**config.mk**
```make
export PLATFORM = sky130hd
export DESIGN_NAME = fetch_predecode
export DESIGN_NICKNAME = d
export VERILOG_FILES = /design/src/rtl/fetch_predecode.sv
export SDC_FILE = /design/constraint.sdc
export NUM_CORES = 1
export LEC_CHECK = 0
export BUFFER_PORTS_ARGS = -buffer_cell sky130_fd_sc_hd__buf_2
export CAP_MARGIN = 10
export CORE_MARGIN = 4
export CORE_UTILIZATION = 45
export DETAILED_ROUTE_END_ITERATION = 7
export GPL_ROUTABILITY_DRIVEN = 0
export MAX_ROUTING_LAYER = met4
export PLACE_DENSITY_LB_ADDON = 0.3
export SLEW_MARGIN = 40
export SYNTH_ARGS = -nofsm -noshare
export SYNTH_HDL_FRONTEND = slang
export SYNTH_SLANG_ARGS = --single-unit
```
**constraint.sdc**
```tcl
create_clock -name clk -period 2.8 [get_ports clk]
set_input_delay 0.28 -clock clk [delete_from_list [all_inputs] [get_ports clk]]
set_output_delay 0.28 -clock clk [all_outputs]
set_load 0.01 [all_outputs]
```
**src/rtl/fetch_predecode.sv**
```systemverilog
// Pre-decode stage: 2-entry buffer between fetch and decode with static
// prediction of direct branches, redirecting fetch in the cycle of acceptance.
module fetch_predecode #(
  parameter int DEPTH = 2
) (
  input  logic        clk,
  input  logic        rstn,
  input  logic        FpD_valid,
  input  logic [74:0] FpD_BUS,
  output logic        pD_allowin,
  output logic [32:0] predict_BUS,
  output logic        BTB_stall,
  input  logic        flush,
  output logic        pDD_valid,
  output logic [75:0] pDD_BUS,
  input  logic        D_allowin
);

  localparam logic [1:0] FULL = 2'(DEPTH);

  logic [75:0] mem [0:1];
  logic        wptr;
  logic        rptr;
  logic [1:0]  count;

  logic        push;
  logic        pop;
  logic [31:0] in_pc;
  logic [31:0] in_inst;
  logic        in_ex;
  logic [7:0]  in_ecode;
  logic        in_esubcode;
  logic        unused_pc_en;
  logic [5:0]  opcode;
  logic        is_uncond;
  logic        is_cond;
  logic [31:0] offs;
  logic [31:0] target;
  logic        pred;
  logic        backward;
  logic [75:0] entry;

  assign in_pc        = FpD_BUS[74:43];
  assign in_inst      = FpD_BUS[42:11];
  assign unused_pc_en = FpD_BUS[10];
  assign in_ex        = FpD_BUS[9];
  assign in_ecode     = FpD_BUS[8:1];
  assign in_esubcode  = FpD_BUS[0];
  assign opcode       = in_inst[31:26];

  assign pD_allowin = (count != FULL);
  assign BTB_stall  = (count == FULL);
  assign pDD_valid  = (count != 2'd0);
  assign pDD_BUS    = mem[rptr];

  assign push = FpD_valid & pD_allowin & ~flush;
  assign pop  = pDD_valid & D_allowin & ~flush;

  // B/BL always taken; conditional branches taken only when backward
  always_comb begin
    is_uncond = (opcode == 6'b010100) || (opcode == 6'b010101);
    is_cond   = (opcode >= 6'b010110) && (opcode <= 6'b011011);
    offs      = 32'd0;
    if (is_uncond)
      offs = {{4{in_inst[9]}}, in_inst[9:0], in_inst[25:10], 2'b00};
    else if (is_cond)
      offs = {{14{in_inst[25]}}, in_inst[25:10], 2'b00};
    target   = in_pc + offs;
    pred     = ~in_ex & (is_uncond | (is_cond & offs[31]));
    backward = ~in_ex & (is_uncond | is_cond) & offs[31];
    entry    = {in_pc, in_inst, pred, in_ex, in_ecode, in_esubcode, backward};
  end

  assign predict_BUS = (push & pred) ? {1'b1, target} : 33'd0;

  always_ff @(posedge clk or negedge rstn) begin
    if (!rstn) begin
      count  <= 2'd0;
      wptr   <= 1'b0;
      rptr   <= 1'b0;
      mem[0] <= 76'd0;
      mem[1] <= 76'd0;
    end else if (flush) begin
      count <= 2'd0;
      wptr  <= 1'b0;
      rptr  <= 1'b0;
    end else begin
      if (push) begin
        mem[wptr] <= entry;
        wptr      <= ~wptr;
      end
      if (pop)
        rptr <= ~rptr;
      count <= count + {1'b0, push} - {1'b0, pop};
    end
  end

endmodule
```
# Word-level counts from Yosys, hierarchy flattened

Index checks and enable logic that the tools add are counted.
W data, S select, Z words.

Register bits: 156

Bitwise gates (word level): 17
Add/sub/neg operators: 3
Eq/ne operators: 4
Reductions and logical operators: 7
Order comparisons: 5
Mux-type cells: 14

Operator list:

| operator             | number |
|---|---|
| $mux W76             | 4 |
| $bwmux W152          | 1 |
| $demux W76 S1        | 1 |
| $mux W32             | 2 |
| $mux W33             | 1 |
| $add A32 B32 Y32     | 1 |
| $eq A6 B5 Y1 const B | 2 |
| $and A1 B1 Y1        | 9 |
| $ge A6 B5 Y1 const B | 1 |
| $le A6 B5 Y1 const B | 1 |
| $reduce_bool A2 Y1   | 3 |
| $ge A2 B2 Y1 const B | 2 |
| $mux W1              | 4 |
| $not A1 Y1           | 4 |
| $not A1 Y2           | 2 |
| $add A2 B1 Y2        | 1 |
| $eq A2 B2 Y1 const B | 1 |
| $logic_and A1 B1 Y1  | 2 |
| $lt A2 B1 Y1 const B | 1 |
| $mux W2              | 1 |
| $ne A2 B2 Y1 const B | 1 |
| $or A1 B1 Y1         | 2 |
| $reduce_and A2 Y1    | 1 |
| $sub A2 B1 Y2        | 1 |
| $logic_or A1 B1 Y1   | 1 |

# Longest topological paths before layout

Gate-level depths: netlist (run 1).

Word-level depth: 9
Depth in mapped cells: 13
Depth with buffers taken out: 13

# Worst setup path before layout (run 1)

Ideal clock, no wire load.

Path type: input-to-output
Start: input port FpD_BUS[42]
End: output port predict_BUS[25]
Slack: -0.099 ns
Data arrival time: 2.619 ns
Path buffers: 1
Cell stages on the path: 12
Cells stage by stage: nand2b_1 nor2_1 clkbuf_1 and2_1 ha_1 and2_4 a221oi_4 a21oi_4 o21a_1 o211ai_1 a21boi_0 nor3b_1

Word-level cells in the longest chain between the ends: 9

RTL lines:

| what                                                     | RTL line | source |
|---|---|---|
| from (decl)                                              | 9        | `input logic [74:0] FpD_BUS,` |
| branches (longest 8 deep; another with $add A32 B32 Y32) | --       |  |
| $mux W33 *                                               | 74       | `assign predict_BUS = (push & pred) ? {1'b1, target} : 33'd0;` |
| to (decl)                                                | 11       | `output logic [32:0] predict_BUS,` |

Mark *: on every way between the ends.

# Worst setup path in the final report (run 1)

Start: input port FpD_BUS[40]
End: output port predict_BUS[28]

Same word-level chain as after synthesis.

==> results.tsv, run 1 <==
stage	metric	value	unit
die	die_h	148.7	um
worst_hold_path	min_from	FpD_BUS[6]	
power	p_per_area	727.0	nW/um2
detailed_routing	final_antenna_net_count	0	
detailed_routing	routedWlPerCell	18.14	um
placed_design	dp_worst_setup_slack	-0.5818	ns
sta	setup_violations	22	
die	die-area	22120	um2
sta	max_freq	303.3	MHz
clock_network	cts_root_buf	clkbuf_16	
sta	slew_violations	0	
cells_and_area	final_cell_mix	mux2_2, buf_2, dfrtp_1, buf_4, nor2_1	
power	vdd_ir_drop_max	0.0004278	V
worst_hold_path	hold_path_class	in2reg	
critical_path	required	2.52	ns
synth	ys_async_sr_fraction	100.0	%
critical_path	cp_top_family	compound AO/OA/AOI/OAI gates	
clock_network	tritoncts	built	
sta	setup_ws	-0.4966	ns
global_routing	grt_max_degree	87	
sta	relSlewSlack	52.89	%
critical_path	cp_max_fo	4	
detailed_routing	drc	0	
die	boundaryPins	192	
detailed_routing	via_count	7086	
outcome	status	finished with violations	
outcome	violations	negative setup slack	
power	total_leakage_power	5.695	nW
cells_and_area	drive_above_1_share	64.89	%
sta	finalCritPeriodShare	117.7	%
critical_path	worst-setup-path-type	in2out	
clock_network	clk_pin_slew_worst_paths	0.07	ns
critical_path	worst-path-buf-inv	5	
clock_network	clock_sinks	156	
worst_hold_path	worst_hold_path.endpoint	mem[83]	
die	die_x	148.7	um
die	initial_core_util	45.80	%
detailed_routing	viasPerCell	5.312	
synth	synth_ff_type	dfrtp_1	
cells_and_area	area_growth	40.43	%
critical_path	endpoint_kind	output pin	
placed_design	dp_cells	1274	
synth	synth_cell_types	63	
synth	netlist_instances	747	
sta	rsz0062_at_grt	true	
power	finalPower	0.009100	W
critical_path	ff2ff_setup_slack	0.77	ns
critical_path	cp_slowest_cell	a2111o_1	
synth	yosys_warnings	0	
clock_network	clk_path_buf_depth	2	
sta	finalClockSkew	0.007741	ns
synth	syn_area	8914	um2
sta	finalHoldViolations	0	
detailed_routing	drt_iter0_markers	319	
placed_design	place_hpwl	17210	um
synth	synth_edf_count	0	
global_routing	grt_pass1_vias	7345	
critical_path	path_cells	buf_8 > buf_6 > and2b_1 > nand3b_1 > buf_6 > buf_4 > o21a_1 > ha_4 > a21oi_4 > nor2_1 > a2111o_1 > o211ai_1 > a21oi_2 > nor3b_2 > buf_2	
cells_and_area	postLayoutCellArea	12520	um2
global_routing	grt_pass1_wl	37720	um
clock_network	clk_latency	0.43	ns
die	core_area	19460	um2
synth	synth_seq_cells	156	
critical_path	cpPeakStageDelay	0.41	ns
placed_design	numPortBuffers	190	
sta	worst_slew_pin_slew	0.7067	ns
cells_and_area	final_common_cell	mux2_2	
die	rows	51	
synth	avgSynthCellArea	11.93	um2
global_routing	grt_antenna_before_repair	1	
job	maxCapViolCount	0	
synth	yosysSeqAreaShare	43.80	%
detailed_routing	first_pass_iters	5	
clock_network	htreeDepth	4	
critical_path	timing.rr.start	count[1]	
critical_path	r2r_end	mem[108]	
clock_network	cts_made_buffers	17	
cells_and_area	stdcell_count	1334	
cells_and_area	fin_nets	1174	
placed_design	placed_area	10930	um2
sta	period_minus_slack	3.297	ns
critical_path	arrival	3.02	ns
critical_path	reg2reg_depth	8	
critical_path	worst_path_most_repeated_cell	buf_6	
sta	hold_ws	0.09354	ns
global_routing	overflow	0	
detailed_routing	drt_wl_total	24200	um
synth	synth_nets	866	
global_routing	grt_usage	22.02	%
worst_hold_path	whs_path_depth	2	
critical_path	critPathLaunchType	input port	
-- power breakdown --
group	switching [W]	internal [W]	leakage [nW]
combinational	0.00133	0.00181	3.54
clock	0.00107	0.00128	0.292
sequential	0.000445	0.00317	1.86
-- metal layers --
| metal | up-vias | global-route usage, % | share of wire [%] |
|---|---|---|---|
| met5 | - | - | 0 |
| met4 | 0 | 6.041 | 3.1 |
| met3 | 50 | 4.923 | 4.7 |
| met2 | 168 | 36.28 | 49 |
| met1 | 3553 | 27.61 | 43 |
| li1 | 3315 | - | - |
-- timing repair --
| action | in CTS | in global routing |
|---|---|---|
| hold buffers | 1 | 0 |
| resized for setup | 105 | 38 |
| pin swaps | 66 | 45 |
| setup endpoints to repair | 22 | 23 |
| endpoints found under the hold margin | 80 | 0 |
| buffers inserted | 19 | 10 |
-- worst max-delay path by stage --
stage | start | end | cells past startpoint
after detailed placement | FpD_BUS[40] | predict_BUS[27] | 15
final | FpD_BUS[40] | predict_BUS[28] | 15
after global routing | FpD_BUS[40] | predict_BUS[28] | 15
after global placement | FpD_BUS[39] | predict_BUS[24] | 16
after CTS | FpD_BUS[40] | predict_BUS[27] | 15
after floorplan | FpD_BUS[39] | predict_BUS[24] | 13
-- sequential cells by signal (all words and copies together), names as in the netlist --
name	cells
mem	152
rptr	1
wptr	1
count	2
-- through the flow --
step / utilization, % / TNS, ns
finish: 64.31 / -5.711
global route: 64.31 / -8.261
CTS: 62.94 / -4.942
detailed placement: 56.17 / -7.175
global placement: 56.17 / -6.046
floorplan: - / 0
-- cells in the mapped netlist, types with 4 or more instances --
cell type,instances,area (um2)
a211oi_1,5,37.54
a21o_1,4,30.03
a21oi_1,32,160.2
and2_1,18,112.6
and3_1,4,25.02
buf_1,5,18.77
buf_2,18,90.09
buf_4,5,37.54
clkbuf_1,6,22.52
dfrtp_1,156,3904
ha_1,38,475.5
inv_1,12,45.04
mux2_2,226,2545
nand2_1,30,112.6
nand3_1,4,20.02
nand4_1,6,37.54
nor2_1,46,172.7
nor3_1,8,40.04
nor4_1,4,25.02
o21a_1,15,112.6
o21ai_0,15,75.07
xnor2_1,13,113.9
xor2_1,15,131.4
-- layout make-up --
type                       instances  area, um2
fill                            1480       6945
clock inverter                    15      176.4
clock buffer                      17      425.4
tap                              265      331.6
multi-input combinational        545       5468
timing repair buffer             323       2161
inverter                          12      45.04
antenna                            1      2.502
sequential                       156       3908
-- cells by family (layout without fill, tap and decap cells) --
group,count (synthesis),in the layout,share of synthesized area [%]
multiplexers,226,226,28.55
flip-flops,156,156,43.80
AND/OR/NAND/NOR,147,147,8.563
AO/OA/AOI/OAI,104,104,8.198
buffers and inverters,46,367,2.400
adder cells (fa/ha/maj),39,39,5.559
XOR/XNOR,29,29,2.934
other,0,1,0
Note: power is estimated with default switching activity, not from simulation.
==> run 2: changes to the inputs <==
Settings changed: SETUP_SLACK_MARGIN set to 0.3.
==> run 2 against run 1 <==
  * The flow still finishes with violations (negative setup slack)
  * Combinational power about the same
  * Hold slack better by 0.0020 ns
  * Register-to-register slack worse by 0.03 ns
  * Clock-buffer cell count up 4
  * Clock power up 2%
==> results.tsv, run 2 (synthesis gave the netlist of run 1 again) <==
stage	metric	value	unit	change
outcome	status	finished with violations		
outcome	violations	negative setup slack		
critical_path	arrival	2.79	ns	-0.23 ns
critical_path	worst-setup-path-type	in2out		
power	intPower	0.006404	W	+2.3%
sta	period_minus_slack	3.068	ns	-0.2285 ns
clock_network	cts_root_buf	clkbuf_16		
clock_network	tritoncts	built		
global_routing	grt_usage	22.17	%	+0.16 points
critical_path	ff2ff_setup_slack	0.74	ns	-0.03 ns
detailed_routing	drt_iter0_markers	208		-35%
sta	finalClockSkew	0.006364	ns	-0.001377 ns
die	initial_core_util	45.80	%	unchanged
power	total_leakage_power	5.643	nW	-0.92%
critical_path	endpoint_kind	output pin		
cells_and_area	fin_nets	1162		-1.0%
power	swShare	29.79	%	-1.4 points
cells_and_area	regMostFlops	mem		
clock_network	cts_made_buffers	17		unchanged
cells_and_area	multi_input_area	5411	um2	-1.0%
global_routing	grt_max_degree	71		-18%
global_routing	grt_antenna_before_repair	3		+2
placed_design	numPortBuffers	190		unchanged
detailed_routing	viasPerCell	5.230		-1.5%
detailed_routing	final_antenna_net_count	0		unchanged
critical_path	cp_max_fo	14		+10
worst_hold_path	worst_hold_path.endpoint	mem[3]		
worst_hold_path	min_from	FpD_BUS[2]		
cells_and_area	postLayoutCellArea	12340	um2	-1.4%
die	die-area	22120	um2	unchanged
cells_and_area	fill_cells	1538		+3.9%
sta	setup_violations	20		-9.1%
critical_path	reg2reg_depth	7		-1
power	clockPowerShare	26.2	%	+0.4 points
die	rows	51		unchanged
die	boundaryPins	192		unchanged
power	vdd_ir_drop_max	0.0004408	V	+3.0%
clock_network	clk_latency	0.43	ns	about the same
cells_and_area	reg_top3	mem x152, count x2		
power	combinationalPowerShare	34.1	%	-0.4 points
sta	hold_ws	0.09559	ns	+0.002042 ns
detailed_routing	routedWlPerCell	17.58	um	-3.1%
clock_network	clk_path_buf_depth	2		unchanged
critical_path	r2r_end	mem[108]		
detailed_routing	drt_wl_total	23280	um	-3.8%
clock_network	clock_sinks	156		unchanged
cells_and_area	register_area	3908	um2	unchanged
cells_and_area	fin_util	63.39	%	-0.92 points
clock_network	htreeDepth	4		unchanged
worst_hold_path	whs_path_depth	2		unchanged
sta	finalHoldViolations	0		unchanged
sta	relSlewSlack	55.60	%	+2.7 points
global_routing	grt_pass1_wl	37690	um	about the same
cells_and_area	final_common_cell	mux2_2		
critical_path	required	2.52	ns	about the same
power	seqPwrFrac	39.7	%	about the same
global_routing	overflow	0		unchanged
detailed_routing	drc	0		unchanged
die	die_x	148.7	um	unchanged
cells_and_area	largest_reg_flops	152		unchanged
cells_and_area	area_growth	38.42	%	
critical_path	critPathLaunchType	input port		
power	power.switching	0.002718	W	-4.4%
placed_design	placed_area	11070	um2	+1.3%
power	p_per_area	739.3	nW/um2	+1.7%
die	core_area	19460	um2	unchanged
global_routing	grt_pass1_vias	7128		-3.0%
die	die_h	148.7	um	unchanged
placed_design	place_hpwl	17120	um	-0.50%
worst_hold_path	hold_path_class	in2reg		
sta	setup_ws	-0.2681	ns	+0.2285 ns
sta	finalCritPeriodShare	109.6	%	-8.2 points
critical_path	timing.rr.start	count[1]		
sta	worst_slew_pin_slew	0.6660	ns	-0.04061 ns
detailed_routing	via_count	6924		-2.3%
power	finalPower	0.009121	W	+0.23%
cells_and_area	final_cell_mix	mux2_2, buf_2, dfrtp_1, buf_4, nor2_1		
sta	slew_violations	0		unchanged
sta	rsz0062_at_grt	true		
cells_and_area	drive_above_1_share	63.54	%	-1.3 points
detailed_routing	first_pass_iters	4		-1
clock_network	clk_pin_slew_worst_paths	0.06	ns	about the same
job	maxCapViolCount	0		unchanged
sta	max_freq	325.9	MHz	+7.4%
## run 2: routing by layer
layer / track usage, % / wire length [um] / up-vias / share of wire (%)
li1: - / - / 3297 / -
met1: 29.23 / 10490 / 3425 / 45
met2: 34.62 / 11140 / 176 / 48
met3: 5.439 / 1289 / 26 / 5.5
met4: 5.904 / 363 / 0 / 1.6
met5: - / 0 / - / 0
## run 2: area by class of cell
| cell class | count | area share, % |
|---|---|---|
| antenna | 3 | 0.06085 |
| tap | 265 | 2.687 |
| inverter | 12 | 0.3651 |
| clock inverter | 11 | 1.278 |
| sequential | 156 | 31.67 |
| timing repair buffer | 311 | 16.43 |
| multi-input combinational | 545 | 43.86 |
| clock buffer | 21 | 3.651 |
## run 2: repair_timing
item | 4_1_cts | 5_1_grt
hold buffers | 1 | 0
setup buffers | 9 | 7
pin swaps | 37 | 33
resized for setup | 66 | 37
endpoints found under the setup margin | 28 | 28
hold endpoints to repair | 68 | 0
## run 2: critical path, stage by stage
cell	delay [ns]
buf_8	0.10
nand2b_4	0.15
nor2_4	0.14
buf_12	0.14
and2_4	0.16
ha_4	0.20
and2_4	0.17
a221oi_4	0.29
a21oi_4	0.11
o211ai_1	0.30
nor4_2	0.10
o31a_1	0.31
nor3_2	0.19
buf_2	0.16
## run 2: how the worst max path moves through the flow
stage / start / endpoint / slack [ns] / depth (start not counted)
2_1_floorplan: FpD_BUS[40] / predict_BUS[29] / 0.10 / 12
3_3_place_gp: FpD_BUS[40] / predict_BUS[28] / -0.41 / 15
3_5_place_dp: FpD_BUS[40] / predict_BUS[28] / -0.44 / 15
4_1_cts: FpD_BUS[42] / predict_BUS[28] / -0.31 / 15
5_1_grt: FpD_BUS[42] / predict_BUS[29] / -0.42 / 14
6_report: FpD_BUS[42] / predict_BUS[29] / -0.27 / 14
## run 2: power groups by stage
stage / clock [W] / sequential [W] / combinational [W]
after floorplan: 0 / 0.00347 / 0.00209
after global placement: 0 / 0.00360 / 0.00298
after detailed placement: 0 / 0.00366 / 0.00303
after CTS: 0.00244 / 0.00362 / 0.00311
after global routing: 0.00255 / 0.00374 / 0.00339
final: 0.00239 / 0.00362 / 0.00311
## run 2: per-stage QoR
step / setup TNS, ns / instances / setup slack [ns]
after CTS: -2.644 / 1314 / -0.3091
after global placement: -3.990 / 1272 / -0.4066
after floorplan: 0 / 747 / 0.1007
after detailed placement: -4.432 / 1272 / -0.4407
final: -2.652 / 1324 / -0.2681
after global routing: -5.431 / 1324 / -0.4181
